[src/rtl/jtag_pkg.sv]
// Shared JTAG definitions: instruction codes, TAP state encodings and the
// data-register selection decode used by the DR unit.
package jtag_pkg;

  localparam int IR_WIDTH = 4;

  // Instruction register codes
  typedef enum logic [3:0] {
    IR_EXTEST       = 4'b0000,
    IR_IDCODE       = 4'b0001,
    IR_SAMPLE       = 4'b0010,
    IR_IJTAG_ACCESS = 4'b0011,
    IR_BYPASS       = 4'b1111
  } ir_code_t;

  // TAP controller state encodings (IEEE 1149.1 customary values)
  typedef enum logic [3:0] {
    TAP_EXIT2_DR         = 4'h0,
    TAP_EXIT1_DR         = 4'h1,
    TAP_SHIFT_DR         = 4'h2,
    TAP_PAUSE_DR         = 4'h3,
    TAP_SELECT_IR        = 4'h4,
    TAP_UPDATE_DR        = 4'h5,
    TAP_CAPTURE_DR       = 4'h6,
    TAP_SELECT_DR        = 4'h7,
    TAP_EXIT2_IR         = 4'h8,
    TAP_EXIT1_IR         = 4'h9,
    TAP_SHIFT_IR         = 4'hA,
    TAP_PAUSE_IR         = 4'hB,
    TAP_RUN_TEST_IDLE    = 4'hC,
    TAP_UPDATE_IR        = 4'hD,
    TAP_CAPTURE_IR       = 4'hE,
    TAP_TEST_LOGIC_RESET = 4'hF
  } tap_state_t;

  // Which data register sits between tdi and tdo
  typedef enum logic [1:0] {
    DR_BYPASS = 2'd0,
    DR_IDCODE = 2'd1,
    DR_IJTAG  = 2'd2
  } dr_sel_t;

  // Every code without a dedicated DR here (EXTEST/SAMPLE use an external BSR) maps to BYPASS
  function automatic dr_sel_t decode_dr(input logic [IR_WIDTH-1:0] ir);
    dr_sel_t sel;
    case (ir)
      IR_IDCODE:       sel = DR_IDCODE;
      IR_IJTAG_ACCESS: sel = DR_IJTAG;
      default:         sel = DR_BYPASS;
    endcase
    return sel;
  endfunction

endpackage

[src/rtl/jtag_sib.sv]
// IEEE 1687 Segment Insertion Bit: shift bit, update bit and the path mux that
// splices the client segment in front of the SIB when the update bit is set.
module jtag_sib (
  input  logic tck,
  input  logic trst_n,
  input  logic tlr,          // Test-Logic-Reset, synchronous clear
  input  logic sel,          // this SIB's network is the selected DR
  input  logic capture,
  input  logic shift,
  input  logic update,
  input  logic si,           // scan in from the host side
  input  logic from_client,  // scan out of the client segment
  output logic to_client,    // scan in of the client segment
  output logic so,           // scan out toward the host
  output logic update_bit    // 1 = client segment inserted
);

  logic shift_bit;

  // Shift bit: captures the update bit, then shifts from the client (open) or directly from si (closed)
  always_ff @(posedge tck or negedge trst_n) begin
    if (!trst_n) begin
      shift_bit <= 1'b0;
    end else if (tlr) begin
      // cleared with the update bit so the scan output reads 0 in Test-Logic-Reset
      shift_bit <= 1'b0;
    end else if (sel) begin
      if (capture) begin
        shift_bit <= update_bit;
      end else if (shift) begin
        shift_bit <= update_bit ? from_client : si;
      end
    end
  end

  // Update bit: loaded from the shift bit on update; capture/shift take precedence
  always_ff @(posedge tck or negedge trst_n) begin
    if (!trst_n) begin
      update_bit <= 1'b0;
    end else if (tlr) begin
      update_bit <= 1'b0;
    end else if (sel && !capture && !shift && update) begin
      update_bit <= shift_bit;
    end
  end

  assign to_client = si;
  assign so        = shift_bit;

endmodule

[src/rtl/jtag_dr_unit.sv]
// JTAG data-register unit: IDCODE, BYPASS and an IJTAG network consisting of a
// SIB guarding one instrument TDR with its update register.
module jtag_dr_unit
  import jtag_pkg::*;
#(
  parameter logic [31:0] IDCODE_VALUE = 32'h1A2B_3C4D,  // bit 0 must be 1
  parameter int          TDR_WIDTH    = 8
) (
  input  logic                 tck,
  input  logic                 trst_n,
  input  logic [3:0]           ir_reg,
  input  logic                 test_logic_reset_state,
  input  logic                 capture_dr_state,
  input  logic                 shift_dr_state,
  input  logic                 update_dr_state,
  input  logic                 tdi,
  output logic                 tdo_dr,
  input  logic [TDR_WIDTH-1:0] instr_in,
  output logic [TDR_WIDTH-1:0] instr_out,
  output logic                 sib_open
);

  dr_sel_t              dr_sel;
  logic                 do_capture;
  logic                 do_shift;
  logic                 do_update;
  logic                 sel_ijtag;
  logic [31:0]          idcode_shreg;
  logic                 bypass_bit;
  logic [TDR_WIDTH-1:0] tdr_shreg;
  logic [TDR_WIDTH:0]   tdr_ext;
  logic                 tdr_si;
  logic                 sib_so;

  assign dr_sel     = decode_dr(ir_reg);
  assign sel_ijtag  = (dr_sel == DR_IJTAG);
  // Indicator priority: capture > shift > update
  assign do_capture = capture_dr_state;
  assign do_shift   = shift_dr_state && !capture_dr_state;
  assign do_update  = update_dr_state && !capture_dr_state && !shift_dr_state;
  // TDR with its scan input prepended; bit 0 is the TDR scan output into the SIB
  assign tdr_ext    = {tdr_si, tdr_shreg};

  // IDCODE register: loads the device ID, shifts LSB first toward tdo
  always_ff @(posedge tck or negedge trst_n) begin
    if (!trst_n) begin
      idcode_shreg <= '0;
    end else if (!test_logic_reset_state && dr_sel == DR_IDCODE) begin
      if (do_capture) begin
        idcode_shreg <= IDCODE_VALUE;
      end else if (do_shift) begin
        idcode_shreg <= {tdi, idcode_shreg[31:1]};
      end
    end
  end

  // Bypass bit: captures 0, single-stage delay while shifting
  always_ff @(posedge tck or negedge trst_n) begin
    if (!trst_n) begin
      bypass_bit <= 1'b0;
    end else if (!test_logic_reset_state && dr_sel == DR_BYPASS) begin
      if (do_capture) begin
        bypass_bit <= 1'b0;
      end else if (do_shift) begin
        bypass_bit <= tdi;
      end
    end
  end

  // Instrument TDR shift register: active only while the SIB has it in the path
  always_ff @(posedge tck or negedge trst_n) begin
    if (!trst_n) begin
      tdr_shreg <= '0;
    end else if (!test_logic_reset_state && sel_ijtag && sib_open) begin
      if (do_capture) begin
        tdr_shreg <= instr_in;
      end else if (do_shift) begin
        tdr_shreg <= tdr_ext[TDR_WIDTH:1];
      end
    end
  end

  // Instrument update register: written only if the TDR was in the path during this scan
  always_ff @(posedge tck or negedge trst_n) begin
    if (!trst_n) begin
      instr_out <= '0;
    end else if (test_logic_reset_state) begin
      instr_out <= '0;
    end else if (sel_ijtag && do_update && sib_open) begin
      instr_out <= tdr_shreg;
    end
  end

  jtag_sib u_sib (
    .tck         (tck),
    .trst_n      (trst_n),
    .tlr         (test_logic_reset_state),
    .sel         (sel_ijtag),
    .capture     (do_capture),
    .shift       (do_shift),
    .update      (do_update),
    .si          (tdi),
    .from_client (tdr_ext[0]),
    .to_client   (tdr_si),
    .so          (sib_so),
    .update_bit  (sib_open)
  );

  // Scan output mux: output-end bit of the selected chain, unregistered
  always_comb begin
    tdo_dr = bypass_bit;
    case (dr_sel)
      DR_IDCODE: tdo_dr = idcode_shreg[0];
      DR_IJTAG:  tdo_dr = sib_so;
      default:   tdo_dr = bypass_bit;
    endcase
  end

endmodule

[config.mk]
export PLATFORM = sky130hd
export DESIGN_NAME = jtag_dr_unit
export DESIGN_NICKNAME = d
export VERILOG_FILES = /design/src/rtl/jtag_pkg.sv /design/src/rtl/jtag_sib.sv /design/src/rtl/jtag_dr_unit.sv
export SDC_FILE = /design/constraint.sdc
export NUM_CORES = 1
export LEC_CHECK = 0
export BUFFER_PORTS_ARGS = -buffer_cell sky130_fd_sc_hd__buf_2
export CORE_MARGIN = 8
export CORE_UTILIZATION = 53
export CTS_CLUSTER_DIAMETER = 200
export DETAILED_ROUTE_END_ITERATION = 6
export HOLD_SLACK_MARGIN = 0.02
export PLACE_DENSITY = 0.74
export SYNTH_ARGS = -nofsm -noshare
export SYNTH_HDL_FRONTEND = slang
export SYNTH_SLANG_ARGS = --single-unit
[constraint.sdc]
create_clock -name tck -period 3.45 [get_ports tck]
set_input_delay 0.69 -clock tck [delete_from_list [all_inputs] [get_ports tck]]
set_output_delay 0.69 -clock tck [all_outputs]
set_load 0.02 [all_outputs]
Word level (Yosys, flattened, before mapping)
Cells that the tools add are included.
Widths: inputs -> output; s select.
{ "totals": {"elab_cells": 53, "reg_bits": 51} }
{ "classes": {"eq_ne": 4, "n_reduce_logical": 26, "muxes": 17} }
{ "ops": {"columns": ["operator", "count"], "rows": [
  ["$mux 32", 2],
  ["$mux 8", 4],
  ["$logic_and 1x1->1", 12],
  ["$mux 1", 9],
  ["$reduce_and 2->1", 4],
  ["$reduce_bool 2->1", 4],
  ["$eq 4x1->1 const B", 1],
  ["$eq 4x2->1 const B", 1],
  ["$logic_not 1->1", 4],
  ["$pmux 2 s2", 1],
  ["$reduce_bool 3->1", 1],
  ["$eq 2x1->1 const B", 1],
  ["$eq 2x2->1 const B", 1],
  ["$logic_not 2->1", 1],
  ["$pmux 1 s2", 1]
]} }

Depth between registers and ports, before layout
Gate-level depths: netlist (run 1).
{ "depth": {"depth_word": 8, "mapped_depth": 8} }

By module
Synthesis (run 1) repeated with hierarchy kept, for this count alone.
{ "hier_totals": {"cells_unflattened": 199, "area_unflattened_um2": 2431.1} }
{ "by_module_without_submodules": {"columns": ["module", "area_each_um2", "seq_area_each_um2", "instances", "cells_each"], "rows": [
  ["jtag_dr_unit", 2303.5, 1226.2, 1, 186],
  ["jtag_sib", 127.6, 50.0, 1, 13]
]} }

Worst setup path before layout (run 1)
Ideal clock, no wire load.
{ "synth_timing": {"kind": "input to output", "startpoint": "in ir_reg[3]", "endpoint": "out tdo_dr", "slack_ns": 0.983, "path_buffers": 0, "arrival_time_ns": 1.777, "path_stages": 6, "required_ns": 2.760, "path_cell_list": "nor2_1 -> nand2_1 -> or2_2 -> ha_1 -> a22oi_1 -> o21ai_0"} }
{ "synth_between": {"elab_chain_len": 4, "word_cells_on_any_way": 6} }
{ "synth_rtl": {"columns": ["element", "line", "source"], "rows": [
  ["start, declared", "jtag_dr_unit.sv:11", "input logic [3:0] ir_reg,"],
  ["$eq 4x2->1 / $eq 4x1->1 (equally long branches)", "jtag_pkg.sv:46", "case (ir)"],
  ["$pmux 2 s2 *", "jtag_pkg.sv:46", null],
  ["$eq 2x2->1 / $eq 2x1->1 (equally long branches)", "jtag_dr_unit.sv:112", "case (dr_sel)"],
  ["$pmux 1 s2 *", "jtag_dr_unit.sv:112", null],
  ["end, declared", "jtag_dr_unit.sv:17", "output logic tdo_dr,"]
]} }
Every way passes the cells marked *; elsewhere a longest branch is shown, timed or not.

Worst setup path after layout (run 1)
Ends and elaborated chain as after synthesis.

==> results of run 1 <==
state kept, by name, summed over array words and instances, names as in the netlist:
| register | count |
|---|---|
| u_sib.so | 1 |
| tdr_shreg | 8 |
| bypass_bit | 1 |
| instr_out | 8 |
| idcode_shreg | 32 |
| u_sib.update_bit | 1 |
cells in the mapped netlist (all sizes together), types with 2 or more instances:
cell     n
o21ai    4
ha       3
nor2b   10
mux2    31
a21oi    2
inv     17
a22o     8
clkbuf   2
buf      8
dfrtp   51
nor2    27
nand2    4
mux2i   18
final timing paths:
| path | from | to | slack [ps] | cells after the start |
|---|---|---|---|---|
| setup / recovery | ir_reg[3] | tdo_dr | 780 | 8 |
| hold / removal | trst_n | idcode_shreg[23] | 350 | 1 |
| setup reg to reg | u_sib.update_bit | tdr_shreg[0] | 2040 | 2 |
| hold reg to reg | idcode_shreg[31] | idcode_shreg[31] | 480 | 1 |
| max in group asynchronous | trst_n | bypass_bit | 2370 | 2 |
| min in group tck | idcode_shreg[31] | idcode_shreg[31] | 480 | 1 |
critical path: stages:
cell	delay (ps)
buf_2	100
nor2_1	140
nand2_1	90
or2_2	300
ha_1	250
a22oi_1	170
o21ai_0	80
buf_2	160
area by class of cell:
class | instances | area share
clock inverters | 2 | 0.0143
flip-flops and latches | 51 | 0.487
clock buffers | 5 | 0.0263
inverters | 17 | 0.0244
repair buffers | 31 | 0.0621
multi-input cells | 117 | 0.361
well taps | 52 | 0.0248
per-stage QoR:
stage	hold slack (ps)	total power, W	instances	util
after detailed placement	468	0.000849	268	0.585
after CTS	351	0.00125	275	0.610
after global placement	461	0.000842	268	0.585
final	346	0.00123	275	0.610
after global routing	373	0.00129	275	0.610
after floorplan	394	0.000800	195	-
power groups by stage:
stage                     registers (W)  clock network, W  logic [W]
after floorplan                0.000695                 0   0.000105
after global placement         0.000701                 0   0.000141
after detailed placement       0.000703                 0   0.000146
after CTS                      0.000692          0.000409   0.000146
after global routing           0.000701          0.000428   0.000165
final                          0.000691          0.000397   0.000143
kinds of logic (layout without fill, tap and decap cells):
kind of cell,after synthesis,after routing,share of synthesized area
DFF,51,51,0.545
muxes,49,49,0.226
and+or+nand+nor,48,48,0.108
buffers and inverters,27,55,0.0518
AOI/OAI and AO/OA,17,17,0.0539
adders and majority gates,3,3,0.0160
per-layer routing:
metal,GRT usage,part of all wire,up-vias
met2,0.196,0.47,24
li1,-,-,710
met4,0.0500,0.0070,0
met1,0.145,0.48,705
met5,0,0,-
met3,0.0487,0.046,4
==> results.md, run 1 <==
* Asr flop ratio synth at 1.00
* Cts hold-fix bufs at 0
* Syn nets at ~220
* Gr usage total at 0.123
* Post-CTS Setup Bufs at 0
* CP arrival at ~2000 ps
* GR Overflow Total at 0
* Post-synth EDFFs at 0
* Post-Syn Area at 2340 um2
* Number of vias per cell at 5.25
* Drt pass-1 iters at 4
* Net Sw Power at 0.000284 W
* CTS H-tree depth at 2
* Crit end category: primary output
* Seq pwr share at 0.562
* Most frequent cells in the layout: dfrtp_1, buf_2, nor2_1, mux2_2, mux2i_1
* Critical path type: in -> out
* Initial antenna violation count at 0
* Worst-case clock skew at 7.44 ps
* Worst-Skew Late Latency at around 300 ps
* RSZ-0062 raised after global routing: false
* Routed WL at 3730 um
* Final Cell Area at between 2000 and 3000 um2
* Die Ht at about 82 um
* HP Class: in -> async
* Drt wl/cell at 13.5 um
* Setup violators final at 0
* # port buffers at 28
* Internal Pwr Total at ~0.00095 W
* Number of max-cap violations at 0
* Sw Share at 0.231
* Worst VDD drop at 0.292 mV
* Gate Count Post-Synth at 195
* Rel. slew slack at 0.672
* Worst Tran Pin Value at 492 ps
* Pre-CTS setup slack at 779 ps
* # resized after CTS at 0
* DRT antenna net count at 0
* Core ar. at 4290 um2
* Max Root-Sink Buffers at 2
* Total Nets Final at about 250
* Fillers at 349
* Number of global-route vias before repair at 1464
* Fin crit share at 0.774
* Diode count at 0
* Area contributors post-synth: dfrtp_1, mux2_2, mux2i_1
* HPWL Detailed at 2580 um
* CTS Buf Count at 5
* Via count at 1443
* Die area at 6810 um2
* Dpl cell area at 2510 um2
* DRC Markers at 0
* Seq/Total Area, Yosys at 0.545
* PnR worst setup slack at 780 ps
* RePlAce Congestion at 0.751
* Pwr per Cell Area at 470 nW/um2
* Fin. max-slew vios at 0
* CP required at 2760 ps
* Initial Util at 0.546
* Logic pwr share at 0.116
* 1st-iter DRT viols at 88
* Multi-input gate area at 946 um2
* Clk sinks at 51
* Clock Power Share at 0.322
* Cell taking the most area after synthesis: dfrtp_1
* Most common cell after layout, fill and taps aside: dfrtp_1
* Die width at 82.5 um
* Fmax at 0.375 GHz
* Global-route wire length before repair at approximately 6500 um
* #FFs+latches synth at a little over 50
* # IOs at 29
* Pin count of the biggest net entering global routing at 40
* Worst setup SP type: input port
* Crit path max fanout at 5
* Synthesis warning total at 0
* Run status: finished clean
* Num rows at 24
* Tmin final at around 2700 ps
* Synth top area share at 0.545
* TritonCTS clock tree: yes
* Layout cells sized above 1 at 0.309
* Reg area at 1280 um2
* Clock Pin Slew Worst Setup and Hold Paths at 90 ps
* Final Hold Viols at 0
* Top FF cell, synth: dfrtp_1
* Syn avg cell area at 12.0 um2
* Leakage at 1.30 nW
* Synth cell types at 27
* Clk root buf: clkbuf_8
* P&R area growth vs syn at 11.8%
* Setup TNS at 0 ps
Power figures use the tool's default switching activity.
==> inputs of run 2 (changes only) <==
Clock period 3.45 ns to 2.68 ns, I/O delays scaled along.
==> run 2 against run 1 <==
Final cell count is 0.36% higher. Clock skew is 4.2 ps lower. Via count is 1.7% lower. Final area is 0.24% lower. Worst hold slack worse by 180 ps. Sequential power is 29% higher. First-iteration DRC count is 33% lower. Critical endpoint unchanged. Largest cell class unchanged. Largest power group unchanged.
==> results.md, run 2 (same netlist as run 1, synthesis figures left out) <==
* Drt pass-1 iters at 4
* Number of global-route vias before repair at 1490
* Fin crit share at 0.874
* Diode count at 0
* RR Endpoint: tdr_shreg[5]
* Die area at 6810 um2
* Reg2Reg Setup Slack at around 1300 ps
* Crit path max fanout at 5
* Run status: finished clean
* Via count at roughly 1.4k
* Fmax at 0.427 GHz
* Die width at 82.5 um
* Tmin final at 2340 ps
* Internal Pwr Total at 0.00112 W
* Logic pwr share at 0.127
* Leakage at 1.30 nW
* Max Root-Sink Buffers at 2
* HPWL Detailed at 2750 um
* Number of vias per cell at 5.14
* Die Ht at 82.5 um
* Seq pwr share at 0.605
* Initial Util at 0.546
* Clk sinks at 51
* Fin. max-slew vios at 0
* Sw Share at 0.237
* Setup TNS at 0 ps
* # IOs at 29
* Worst-case clock skew at 3.27 ps
* GR Overflow Total at 0
* CP endpoint: tdo_dr
* Routed WL at 3820 um
* Clock Pin Slew Worst Setup and Hold Paths at 80 ps
* CP required at around 2100 ps
* Most flops, register: idcode_shreg
* Most frequent cells in the layout: dfrtp_1, buf_2, nor2_1, mux2_2, mux2i_1
* Net Sw Power at about 0.00035 W
* Gr usage total at 0.130
* Worst VDD drop at 0.320 mV
* Num rows at 24
* Cts hold-fix bufs at 0
* DRC Markers at 0
* Initial antenna violation count at 0
* Core ar. at 4290 um2
* Final Hold Viols at 0
* P&R area growth vs syn at 11.5%
* # port buffers at 28
* Worst Tran Pin Value at 414 ps
* Biggest regs: idcode_shreg: 32 flops, instr_out: 8 flops, tdr_shreg: 8 flops
* Most common cell after layout, fill and taps aside: dfrtp_1
* Setup violators final at 0
* Pin count of the biggest net entering global routing at 33
* Number of max-cap violations at 0
* Worst R2R Path Depth at 2
* RSZ-0062 raised after global routing: false
* Post-CTS Setup Bufs at 0
* Critical path type: in -> out
* Rel. slew slack at 0.724
* Clock Power Share at 0.267
* Power, Total at 0.00147 W
* Worst setup SP type: input port
* R2R Path Start: u_sib.update_bit
* HP Class: in -> async
* 1st-iter DRT viols at 59
* Total Nets Final at about 250
* Clk root buf: clkbuf_8
* Max reg flops at 32
* CTS Buf Count at 5
* RePlAce Congestion at 0.765
* CP arrival at 1810 ps
* Global-route wire length before repair at 6860 um
* Fillers at about 360
* CTS H-tree depth at 2
* Layout cells sized above 1 at 0.308
* Pwr per Cell Area at ~560 nW/um2
* Drt wl/cell at 13.8 um
* TritonCTS clock tree: yes
* Worst-Skew Late Latency at approximately 290 ps
* Crit end category: primary output
* DRT antenna net count at 0
* Crit path from: ir_reg[3]
* # resized after CTS at 0
## run 2: power by group through the flow
stage	logic (W)	registers, W	clock network [W]
after floorplan	0.000135	0.000895	0
after global placement	0.000185	0.000903	0
after detailed placement	0.000191	0.000907	0
after CTS	0.000192	0.000892	0.000410
after global routing	0.000220	0.000904	0.000437
final	0.000187	0.000891	0.000393
## run 2: cell type report
type,count,area [um2],share of cell area
repair buffers,33,190,0.0728
multi-input cells,117,946,0.362
inverters,17,63.8,0.0244
well taps,52,65.1,0.0249
flip-flops and latches,51,1280,0.488
clock buffers,6,72.6,0.0278
## run 2: layer usage
metal,vias to the layer above,GRT usage,part of all wire
met4,0,0.0466,0.014
met1,681,0.171,0.49
met2,25,0.196,0.45
met3,6,0.0433,0.045
met5,-,0,0
li1,707,-,-
## run 2: worst max-delay path, stage by stage
cell     delay, ps
buf_2          100
nor2_1         130
nand2_1         80
or2_2          290
ha_1           250
a22oi_1        170
o21ai_0         80
buf_2          160
## run 2: worst min path at each step
stage	endpoint	slack (ps)	cells past startpoint
6_report	idcode_shreg[27]	160	1
5_1_grt	idcode_shreg[27]	180	1
4_1_cts	idcode_shreg[27]	170	1
3_5_place_dp	idcode_shreg[24]	470	1
3_3_place_gp	idcode_shreg[31]	460	1
2_1_floorplan	bypass_bit	240	0
## run 2: through the flow
step / cell area [um2] / hold WS [ps] / util / setup WS, ps / instances
2_1_floorplan: 2340 / 240 / - / 521 / 195
3_3_place_gp: 2540 / 461 / 0.592 / 379 / 270
3_5_place_dp: 2540 / 471 / 0.592 / 352 / 270
4_1_cts: 2610 / 167 / 0.609 / 350 / 276
5_1_grt: 2610 / 185 / 0.609 / 242 / 276
6_report: 2610 / 161 / 0.609 / 339 / 276
==> inputs of run 3 (changes only) <==
Settings changed: SYNTH_HIERARCHICAL set to 1.
==> run 3 against run 2 <==
Global-route usage shrank 0.79 points. Sequential share of layout area shrank 1.7 points. Via count grew 4.2%. Setup slack gained 44 ps. Clock skew grew 9.3 ps. Clock power grew 18%. Synthesized cell count grew 2.1%. Clock-buffer cell count is the same. Worst hold slack gained 160 ps. Critical path type unchanged. Largest cell class unchanged.
==> results.md, run 3 <==
* Drt pass-1 iters at 4
* HP Class: in -> async
* # port buffers at 28
* Placed Cells incl. Taps at 274
* Worst setup SP type: input port
* Synthesis warning total at 6
* Max reg flops at 32
* Number of vias per cell at 5.24
* Drt wl/cell at around 14 um
* CTS H-tree depth at 2
* Syn avg cell area at 12.2 um2
* Number of max-cap violations at 0
* Syn nets at 222
* Most frequent cells after synthesis: dfrtp_1, nor2_1, mux2_2, inv_1, mux2i_1
* Fin crit share at 0.857
* CP required at ~2100 ps
* Most frequent cells in the layout: dfrtp_1, buf_2, nor2_1
* HPWL Detailed at around 2600 um
* Net Sw Power at 0.000390 W
* Sw Share at 0.248
* RePlAce Congestion at roughly 0.8
* #FFs+latches synth at 51
* Global-route wire length before repair at 7200 um
* Worst-case clock skew at 12.5 ps
* Max Root-Sink Buffers at 2
* Asr flop ratio synth at 1.00
* Most common cell after layout, fill and taps aside: dfrtp_1
* Leakage at ~1.5 nW
* Gate Count Post-Synth at 199
* Tmin final at ~2300 ps
* DRT antenna net count at 0
* Critical path type: in -> out
* CP arrival at 1760 ps
* Run status: finished clean
* Synth top area share at 0.525
* Total Nets Final at about 250
* Post-Syn Area at around 2400 um2
* Rel. slew slack at 0.550
* Biggest regs: idcode_shreg: 32 flops, instr_out: 8 flops, tdr_shreg: 8 flops
* Fillers at 371
* Setup TNS at 0 ps
* Cts hold-fix bufs at 0
* Clock Power Share at 0.295
* DRC Markers at 0
* Worst VDD drop at 0.285 mV
* Non-filler cells, final at about 280
* Die Ht at 83.7 um
* # resized after CTS at 0
* # IOs at 29
* Most flops, register: idcode_shreg
* Fin. max-slew vios at 0
* Diode count at 0
* 1st-iter DRT viols at 68
* Final Cell Area at roughly 2700 um2
* Post-synth EDFFs at 0
* Crit end category: primary output
* RSZ-0062 raised after global routing: false
* Die width at 83.7 um
* Final Hold Viols at 0
* Cell taking the most area after synthesis: dfrtp_1
* Dpl cell area at 2610 um2
* Fmax at 0.435 GHz
* Setup violators final at 0
* Internal Pwr Total at 0.00118 W
* Clk sinks at 51
* Via count at about 1.5k
* Initial Util at 0.555
* Top FF cell, synth: dfrtp_1
* Worst Tran Pin Value at 671 ps
* TritonCTS clock tree: yes
* Routed WL at about 4000 um
* Synth cell types at 28
* Pin count of the biggest net entering global routing at 52
* Worst-Skew Late Latency at 310 ps
* Number of global-route vias before repair at 1576
* Seq pwr share at 0.568
* Area contributors post-synth: dfrtp_1, mux2_4, mux2_2
* Pwr per Cell Area at just under 600 nW/um2
* CTS Buf Count at 5
* P&R area growth vs syn at 11.4%
* Layout cells sized above 1 at 0.348
* Crit path max fanout at 3
* Clk root buf: clkbuf_8
* Core ar. at 4380 um2
* Clock Pin Slew Worst Setup and Hold Paths at 90 ps
* Seq/Total Area, Yosys at 0.525
* Power, Total at 0.00157 W
* Logic pwr share at 0.137
* GR Overflow Total at 0
* Gr usage total at 0.122
* Num rows at 24
* Die area at 7010 um2
* Post-CTS Setup Bufs at 0
* Initial antenna violation count at 0
* Most frequent cell after synthesis: dfrtp_1
[run 3: changes by cell type in the layout (fill, tap and decap cells not counted), moves of 2 or more]
cell     change
mux2_4      +15
mux2_2       -8
mux2_1       -5
a31oi_1      +2
mux2i_1      -2
[run 3: logic make-up (layout without fill, tap and decap cells)]
kind of cell             count (synthesis)  in the layout  share of synthesized area
AND/OR/NAND/NOR                         51             51                      0.108
buffers and inverters                   27             58                     0.0525
multiplexers                            49             49                      0.242
AO/OA/AOI/OAI                           17             17                     0.0520
adder cells (fa/ha/maj)                  4              4                     0.0206
flip-flops                              51             51                      0.525
[run 3: worst max-delay path: stages]
cell and delay [ps]:
buf_2 100, nor2_1 130, nand2_1 80, or2_2 310, ha_1 210, a22oi_1 150
o21ai_0 90, buf_2 160
[run 3: path summary, 6_finish.rpt]
path	start	slack (ps)	to	cells after the start
hold reg to reg	instr_out[3]	500	instr_out[3]	1
setup reg to reg	u_sib/update_bit	1080	tdr_shreg[0]	3
hold / removal	trst_n	320	idcode_shreg[27]	2
min in group tck	test_logic_reset_state	500	u_sib/update_bit	2
max in group asynchronous	trst_n	1940	instr_out[0]	2
setup / recovery	ir_reg[3]	380	tdo_dr	8
[run 3: cell type report]
class | instances | area, um2 | area share
Sequential cell | 51 | 1280 | 0.471
Multi-Input combinational cell | 121 | 1030 | 0.379
Timing Repair Buffer | 33 | 178 | 0.0656
Clock buffer | 6 | 82.6 | 0.0305
Tap cell | 52 | 65.1 | 0.0240
Inverter | 17 | 63.8 | 0.0236
Clock inverter | 2 | 16.3 | 0.00600
[run 3: routing by layer]
metal,wire [um],vias to the layer above,GRT usage
li1,-,727,-
met1,1990,715,0.157
met2,1740,31,0.181
met3,227,6,0.0459
met5,0,-,0
met4,57,0,0.0455
[run 3: metrics by stage]
step | utilization | setup slack, ps | hold WS (ps)
2_1_floorplan | - | 555 | 240
3_3_place_gp | 0.595 | 316 | 480
3_5_place_dp | 0.595 | 254 | 476
4_1_cts | 0.618 | 371 | 332
5_1_grt | 0.618 | 236 | 359
6_report | 0.618 | 383 | 320
[run 3: power groups by stage]
stage | clock [W] | combinational [W] | sequential, W
2_1_floorplan | 0 | 0.000164 | 0.000897
3_3_place_gp | 0 | 0.000212 | 0.000907
3_5_place_dp | 0 | 0.000219 | 0.000909
4_1_cts | 0.000483 | 0.000220 | 0.000895
5_1_grt | 0.000510 | 0.000244 | 0.000906
6_report | 0.000465 | 0.000215 | 0.000893
